`src/rtl/radix_multiplier_pkg.sv`:
```
// Shared types and Booth recoding for the pipelined radix-4 multiplier.
package radix_multiplier_pkg;

    typedef enum logic [2:0] {
        ZERO,
        POS1,
        POS2,
        NEG1,
        NEG2
    } booth_digit_t;

    // Window is {b[2i+1], b[2i], b[2i-1]}.
    function automatic booth_digit_t booth_encode(input logic [2:0] window);
        booth_digit_t digit;
        case (window)
            3'b001, 3'b010: digit = POS1;
            3'b011:         digit = POS2;
            3'b100:         digit = NEG2;
            3'b101, 3'b110: digit = NEG1;
            default:        digit = ZERO;
        endcase
        return digit;
    endfunction

endpackage

```
`src/rtl/booth_pp_gen.sv`:
```
// One radix-4 Booth partial product: digit(window) * a, sign-extended to 2*WIDTH bits, unshifted.
module booth_pp_gen
    import radix_multiplier_pkg::*;
#(
    parameter int unsigned WIDTH = 4
) (
    input  logic [WIDTH-1:0]   a,
    input  logic [2:0]         window,
    output logic [2*WIDTH-1:0] pp
);

    logic [2*WIDTH-1:0] a_ext;
    logic [2*WIDTH-1:0] a_dbl;

    // Negation happens at full product width so the most-negative a cannot overflow.
    assign a_ext = {{WIDTH{a[WIDTH-1]}}, a};
    assign a_dbl = a_ext << 1;

    always_comb begin
        pp = '0;
        case (booth_encode(window))
            POS1:    pp = a_ext;
            POS2:    pp = a_dbl;
            NEG1:    pp = -a_ext;
            NEG2:    pp = -a_dbl;
            default: pp = '0;
        endcase
    end

endmodule

```
`src/rtl/radix_multiplier.sv`:
```
// Pipelined signed radix-4 Booth multiplier: one Booth digit accumulated per stage, one product per cycle.
module radix_multiplier
    import radix_multiplier_pkg::*;
#(
    parameter int unsigned WIDTH = 4
) (
    input  logic                 clk,
    input  logic                 rst,
    input  logic [WIDTH-1:0]     a,
    input  logic [WIDTH-1:0]     b,
    output logic [2*WIDTH-1:0]   final_result
);

    localparam int unsigned STAGES = WIDTH / 2;
    localparam int unsigned PW     = 2 * WIDTH;

    // a_s[k]/b_s[k] feed accumulation stage k+1; the last stage needs no forwarded copy.
    logic [WIDTH-1:0] a_s   [0:STAGES-1];
    logic [WIDTH-1:0] b_s   [0:STAGES-1];
    logic [PW-1:0]    sum_s [1:STAGES];
    logic [PW-1:0]    pp_sh [1:STAGES];

    for (genvar i = 1; i <= STAGES; i++) begin : g_pp
        logic [WIDTH:0] b_ext;
        logic [PW-1:0]  pp_raw;

        assign b_ext = {b_s[i-1], 1'b0};

        booth_pp_gen #(.WIDTH(WIDTH)) u_pp (
            .a      (a_s[i-1]),
            .window (b_ext[2*i -: 3]),
            .pp     (pp_raw)
        );

        assign pp_sh[i] = pp_raw << (2 * (i - 1));
    end

    always_ff @(posedge clk or posedge rst) begin
        if (rst) begin
            for (int unsigned k = 0; k < STAGES; k++) begin
                a_s[k] <= '0;
                b_s[k] <= '0;
            end
            for (int unsigned k = 1; k <= STAGES; k++) begin
                sum_s[k] <= '0;
            end
            final_result <= '0;
        end else begin
            a_s[0] <= a;
            b_s[0] <= b;
            for (int unsigned k = 1; k < STAGES; k++) begin
                a_s[k] <= a_s[k-1];
                b_s[k] <= b_s[k-1];
            end
            sum_s[1] <= pp_sh[1];
            for (int unsigned k = 2; k <= STAGES; k++) begin
                sum_s[k] <= sum_s[k-1] + pp_sh[k];
            end
            final_result <= sum_s[STAGES];
        end
    end

endmodule

```
`config.mk`:
```
export PLATFORM = sky130hd
export DESIGN_NAME = radix_multiplier
export DESIGN_NICKNAME = d
export VERILOG_FILES = /design/src/rtl/radix_multiplier_pkg.sv /design/src/rtl/booth_pp_gen.sv /design/src/rtl/radix_multiplier.sv
export SDC_FILE = /design/constraint.sdc
export NUM_CORES = 1
export LEC_CHECK = 0
export CAP_MARGIN = 25
export CORE_MARGIN = 1.5
export CORE_UTILIZATION = 47
export CTS_BUF_LIST = sky130_fd_sc_hd__clkbuf_8
export DETAILED_ROUTE_END_ITERATION = 10
export GPL_TIMING_DRIVEN = 1
export PLACE_DENSITY = 0.68
export SETUP_SLACK_MARGIN = 0.2
export SLEW_MARGIN = 20
export SYNTH_ARGS = -nofsm -noshare
export SYNTH_HDL_FRONTEND = slang
export SYNTH_SLANG_ARGS = --single-unit
```
`constraint.sdc`:
```
create_clock -name clk -period 3.35 [get_ports clk]
set_input_delay 0.67 -clock clk [delete_from_list [all_inputs] [get_ports clk]]
set_output_delay 0.67 -clock clk [all_outputs]
set_load 0.02 [all_outputs]
```
# Word level (Yosys, flattened, before mapping)
# Cells that the tools add are included.
[classes]
add_sub_neg = 5
eq_ne = 17
mux = 4
reduce_logical = 2
[ops]
columns = ["operator", "count"]
rows = [
  ["one-hot mux 8 bit (4 select lines)", 1],
  ["one-hot mux 6 bit (4 select lines)", 1],
  ["== test 3 x 2 -> 1 bit, second input constant", 6],
  ["negation 8 bit", 2],
  ["== test 3 bit, second input constant", 5],
  ["negation 6 bit", 2],
  ["one-hot mux 3 bit (4 select lines)", 1],
  ["== test 3 x 1 -> 1 bit, second input constant", 3],
  ["one-hot mux 3 bit (3 select lines)", 1],
  ["adder 8 bit", 1],
  ["== test 2 bit, second input constant", 2],
  ["OR reduction 2 bit", 2],
  ["== test 2 x 1 -> 1 bit, second input constant", 1],
]
[word_totals]
reg_bits = 40
wordCells = 35

# Depth between registers and ports, before layout
[depth]
ltp_word = 6
mapped_depth = 11

# Hierarchy
# A second synthesis with hierarchy kept.
[hier_totals]
hier_cells = 170
hier_area_um2 = 1910.6
[by_module_without_submodules]
columns = ["mod", "n_inst", "cells_per_inst", "area_each_um2"]
rows = [
  ["radix_multiplier", 1, 60, 1169.9],
  ["booth_pp_gen", 2, 55, 370.4],
]

# Worst setup path after synthesis
# OpenSTA, ideal clock, no wires.
[synth_path]
path_kind = "reg2reg"
start = "reg a_s[0] (netlist name)"
end = "reg sum_s[7] (netlist name)"
setup_ns = 0.135
arrival_time_ns = 2.249
required_ns = 3.215
path_slack_ns = 0.966
path_stages_with_launch = 12
cell_sequence = "dfrtp_1 inv_1 ha_1 nand2b_1 xnor2_1 a221oi_1 a21oi_1 ha_1 o21ai_1 o21bai_1 a21oi_1 xor3_1"
[synth_between]
elab_chain_len = 3
[synth_rtl]
columns = ["item", "line_no", "source"]
rows = [
  ["start: declaration", "radix_multiplier.sv:18", "logic [WIDTH-1:0] a_s [0:STAGES-1];"],
  ["start signal: indexed assignment", "radix_multiplier.sv:52", "a_s[k] <= a_s[k-1];"],
  ["negation 6 bit (on tied branches)", "booth_pp_gen.sv:24, booth_pp_gen.sv:25", ""],
  ["one-hot mux 6 bit (4 select lines) (*)", "booth_pp_gen.sv:21", "case (booth_encode(window))"],
  ["adder 8 bit (*)", "radix_multiplier.sv:57", "sum_s[k] <= sum_s[k-1] + pp_sh[k];"],
  ["end signal: indexed assignment", "radix_multiplier.sv:57", ""],
  ["end: declaration", "radix_multiplier.sv:20", "logic [PW-1:0] sum_s [1:STAGES];"],
]
# Every way passes the cells marked *; elsewhere a longest branch is shown, timed or not.

# Final worst setup path
# Ends and elaborated chain as after synthesis.

==> results.ini <==
[finish]
most-common-layout-cells = dfrtp_1, clkdlybuf4s50_1, inv_1, o21ai_0, a21oi_1
drive_above_1_share_pct = 7.36
fillCellCount = 275
n_antenna_cell = 0
nets = 181
fin_util_pct = 58.8
final_common_cell = dfrtp_1
stdcell_area_sq_um = 1990
syn_to_final_growth_pct = 17.6
instances_no_fill = 209

[clock_tree]
post_cts_resized = 0
clk_latency_ps = 280
holdBufCountCts = 0
clockBufferDepth = 2
clockRootBuffer = clkbuf_8
cts.sinks = 39
cts_made_buffers = 5
cts_max_level = 2
clk_pin_slew_ps = 70
cts_tree = done
post_cts_buffers = 0

[power_and_ir_drop]
p_per_area_nw_per_um2 = 551
peakVddDrop_mv = 0.265
p_leak_nw = 0.922
p_total_mw = 1.10

[critical_path]
path_buf_inv = 1
reg2reg_from = a_s[0]
slowest_stage = dfrtp_1
endpoint_kind = register
cp_cell_sequence = inv_1, ha_1, nand2b_1, xnor2_1, a221oi_1, a21oi_1, ha_1, o21ai_1, o21bai_1, a21oi_1, xor3_1
setup.worst_path.start = a_s[0]
cp_slowest_stage_delay_ps = 410
worst_path_dominant_cell_family = compound AO/OA/AOI/OAI gates
path_class = register to register
crit_required_ps = 3510
critPathMaxFanout = 4
start_kind = register
arrival_ps = 2750

[synthesis]
synth_flop_cell = dfrtp_1
seq_area_frac_synth_pct = 57.6
async_reset_ff_share_pct = 100
synth-seq-cells = 39
synth_top_area_cell = dfrtp_1
synth_cell_type_count = 35
synthesis.area_sq_um = 1700
avgSynthCellArea_sq_um = 12.0
synth_top_area_share_pct = 57.6
syn_inst = 141
synth.yosys.warnings = 0
synth_area_leaders = dfrtp_1, ha_1, mux2i_1, o21ai_0, a21oi_1
synth_enable_flop_cells = 0
synth_nets = 160

[global_routing]
grt_max_degree = 40
grt_pass1_wl_um = 4610
grt_use_total_pct = 15.3
grt_pass1_vias = 1070
grt-ovfl-total = 0
antenna_found_initial = 0

[floorplan]
die_w_um = 63.1
core_sq_um = 3390
chipHeight_um = 63.1
die_area_sq_um = 3980
rows = 21
initial_utilization_pct = 50.0
ios = 18

[route]
wl_um = 2520
vias = 1082
drtIter0Drc = 58
vias_per_cell = 5.18
routedWlPerCell_um = 12.1
final_antenna_net_count = 0
drt-pass1-iter-count = 4
drc = 0

[place]
gp_congestion = 0.857
dp.cells = 201
preCtsSetupSlack_ps = 783
io_buffer_count = 17
place_hpwl_um = 1920
place_area_sq_um = 1890

[timing]
hold_viol_final = 0
max_slew.worst_pin.slew_ps = 524
finalCriticalPeriod_ps = 2590
setup_slack_ps = 759
final-setup-viol-count = 0
max_freq_ghz = 0.386
fin_hold_ws_ps = 348
rsz0062_at_grt = false
fin_crit_sh_pct = 77.3
finalSetupTns_ps = 0
drv_slew = 0
slew_headroom_pct = 65.1
fin_skew_ps = 3.15

[flow_run]
cap_viol_max_count = 0

[run_status]
status = finished, final reports clean

[hold_path]
hold_path.class = register to register
hp-start = sum_s[3]

metal layers:
metal	global-route usage (%)	part of all wire (%)	vias up
li1	-	-	529
met1	16.5	43	523
met2	26.5	51	24
met3	4.46	4.1	6
met4	9.17	2.5	0
met5	0	0	-
cell usage after synthesis (all sizes together) (2+ instances only):
master / n
a21o: 3
a21oi: 9
a31oi: 2
clkbuf: 3
dfrtp: 39
ha: 8
inv: 10
mux2i: 5
nand2: 6
nand2b: 4
nand3: 2
nor2: 7
nor2b: 4
nor3: 3
o211ai: 3
o21ai: 11
o22ai: 2
xnor2: 5
xor2: 2
where the power goes:
group | leakage (nW) | internal [mW] | switching, mW | total [mW]
sequential | 0.468 | 0.534 | 0.0315 | 0.565
combinational | 0.404 | 0.102 | 0.0978 | 0.199
clock | 0.0505 | 0.187 | 0.148 | 0.334
path summary, 6_finish.rpt:
kind | slack [ps] | cells past startpoint | end
max in group asynchronous | 2240 | 3 | a_s[3]
min in group asynchronous | 790 | 3 | final_result[7]
max | 760 | 11 | sum_s[7]
max reg2reg | 760 | 11 | sum_s[7]
min | 350 | 0 | final_result[3]
min reg2reg | 350 | 0 | final_result[3]
final cells by class:
class                   count  area, sq um  area share (%)
clock buffers               7         96.3            4.83
clock inverters             1         7.51           0.376
inverters                  10         37.5            1.88
multi-input cells          88          642            32.2
flip-flops and latches     39          976            48.9
well taps                  46         57.6            2.89
repair buffers             18          178            8.91
flip-flops by register name, indices dropped and copies added (netlist names):
register / count
b_s: 7
sum_s: 16
final_result: 8
a_s: 8
cells by family (layout without fill, tap and decap cells):
family	Yosys count	after routing	synth area share [%]
mux	5	5	2.95
compound gates	36	36	13.1
buf+inv	14	36	4.58
simple gates	30	30	9.74
xor+xnor	8	8	5.02
fa+ha+maj	9	9	7.09
flops	39	39	57.6
worst reg2reg max path, cell delays in order (launching register included):
cell and delay, ps:
dfrtp_1 410, inv_1 100, ha_1 230, nand2b_1 170, xnor2_1 150, a221oi_1 250
a21oi_1 70, ha_1 350, o21ai_1 140, o21bai_1 80, a21oi_1 190, xor3_1 340
Power figures use the tool's default switching activity.
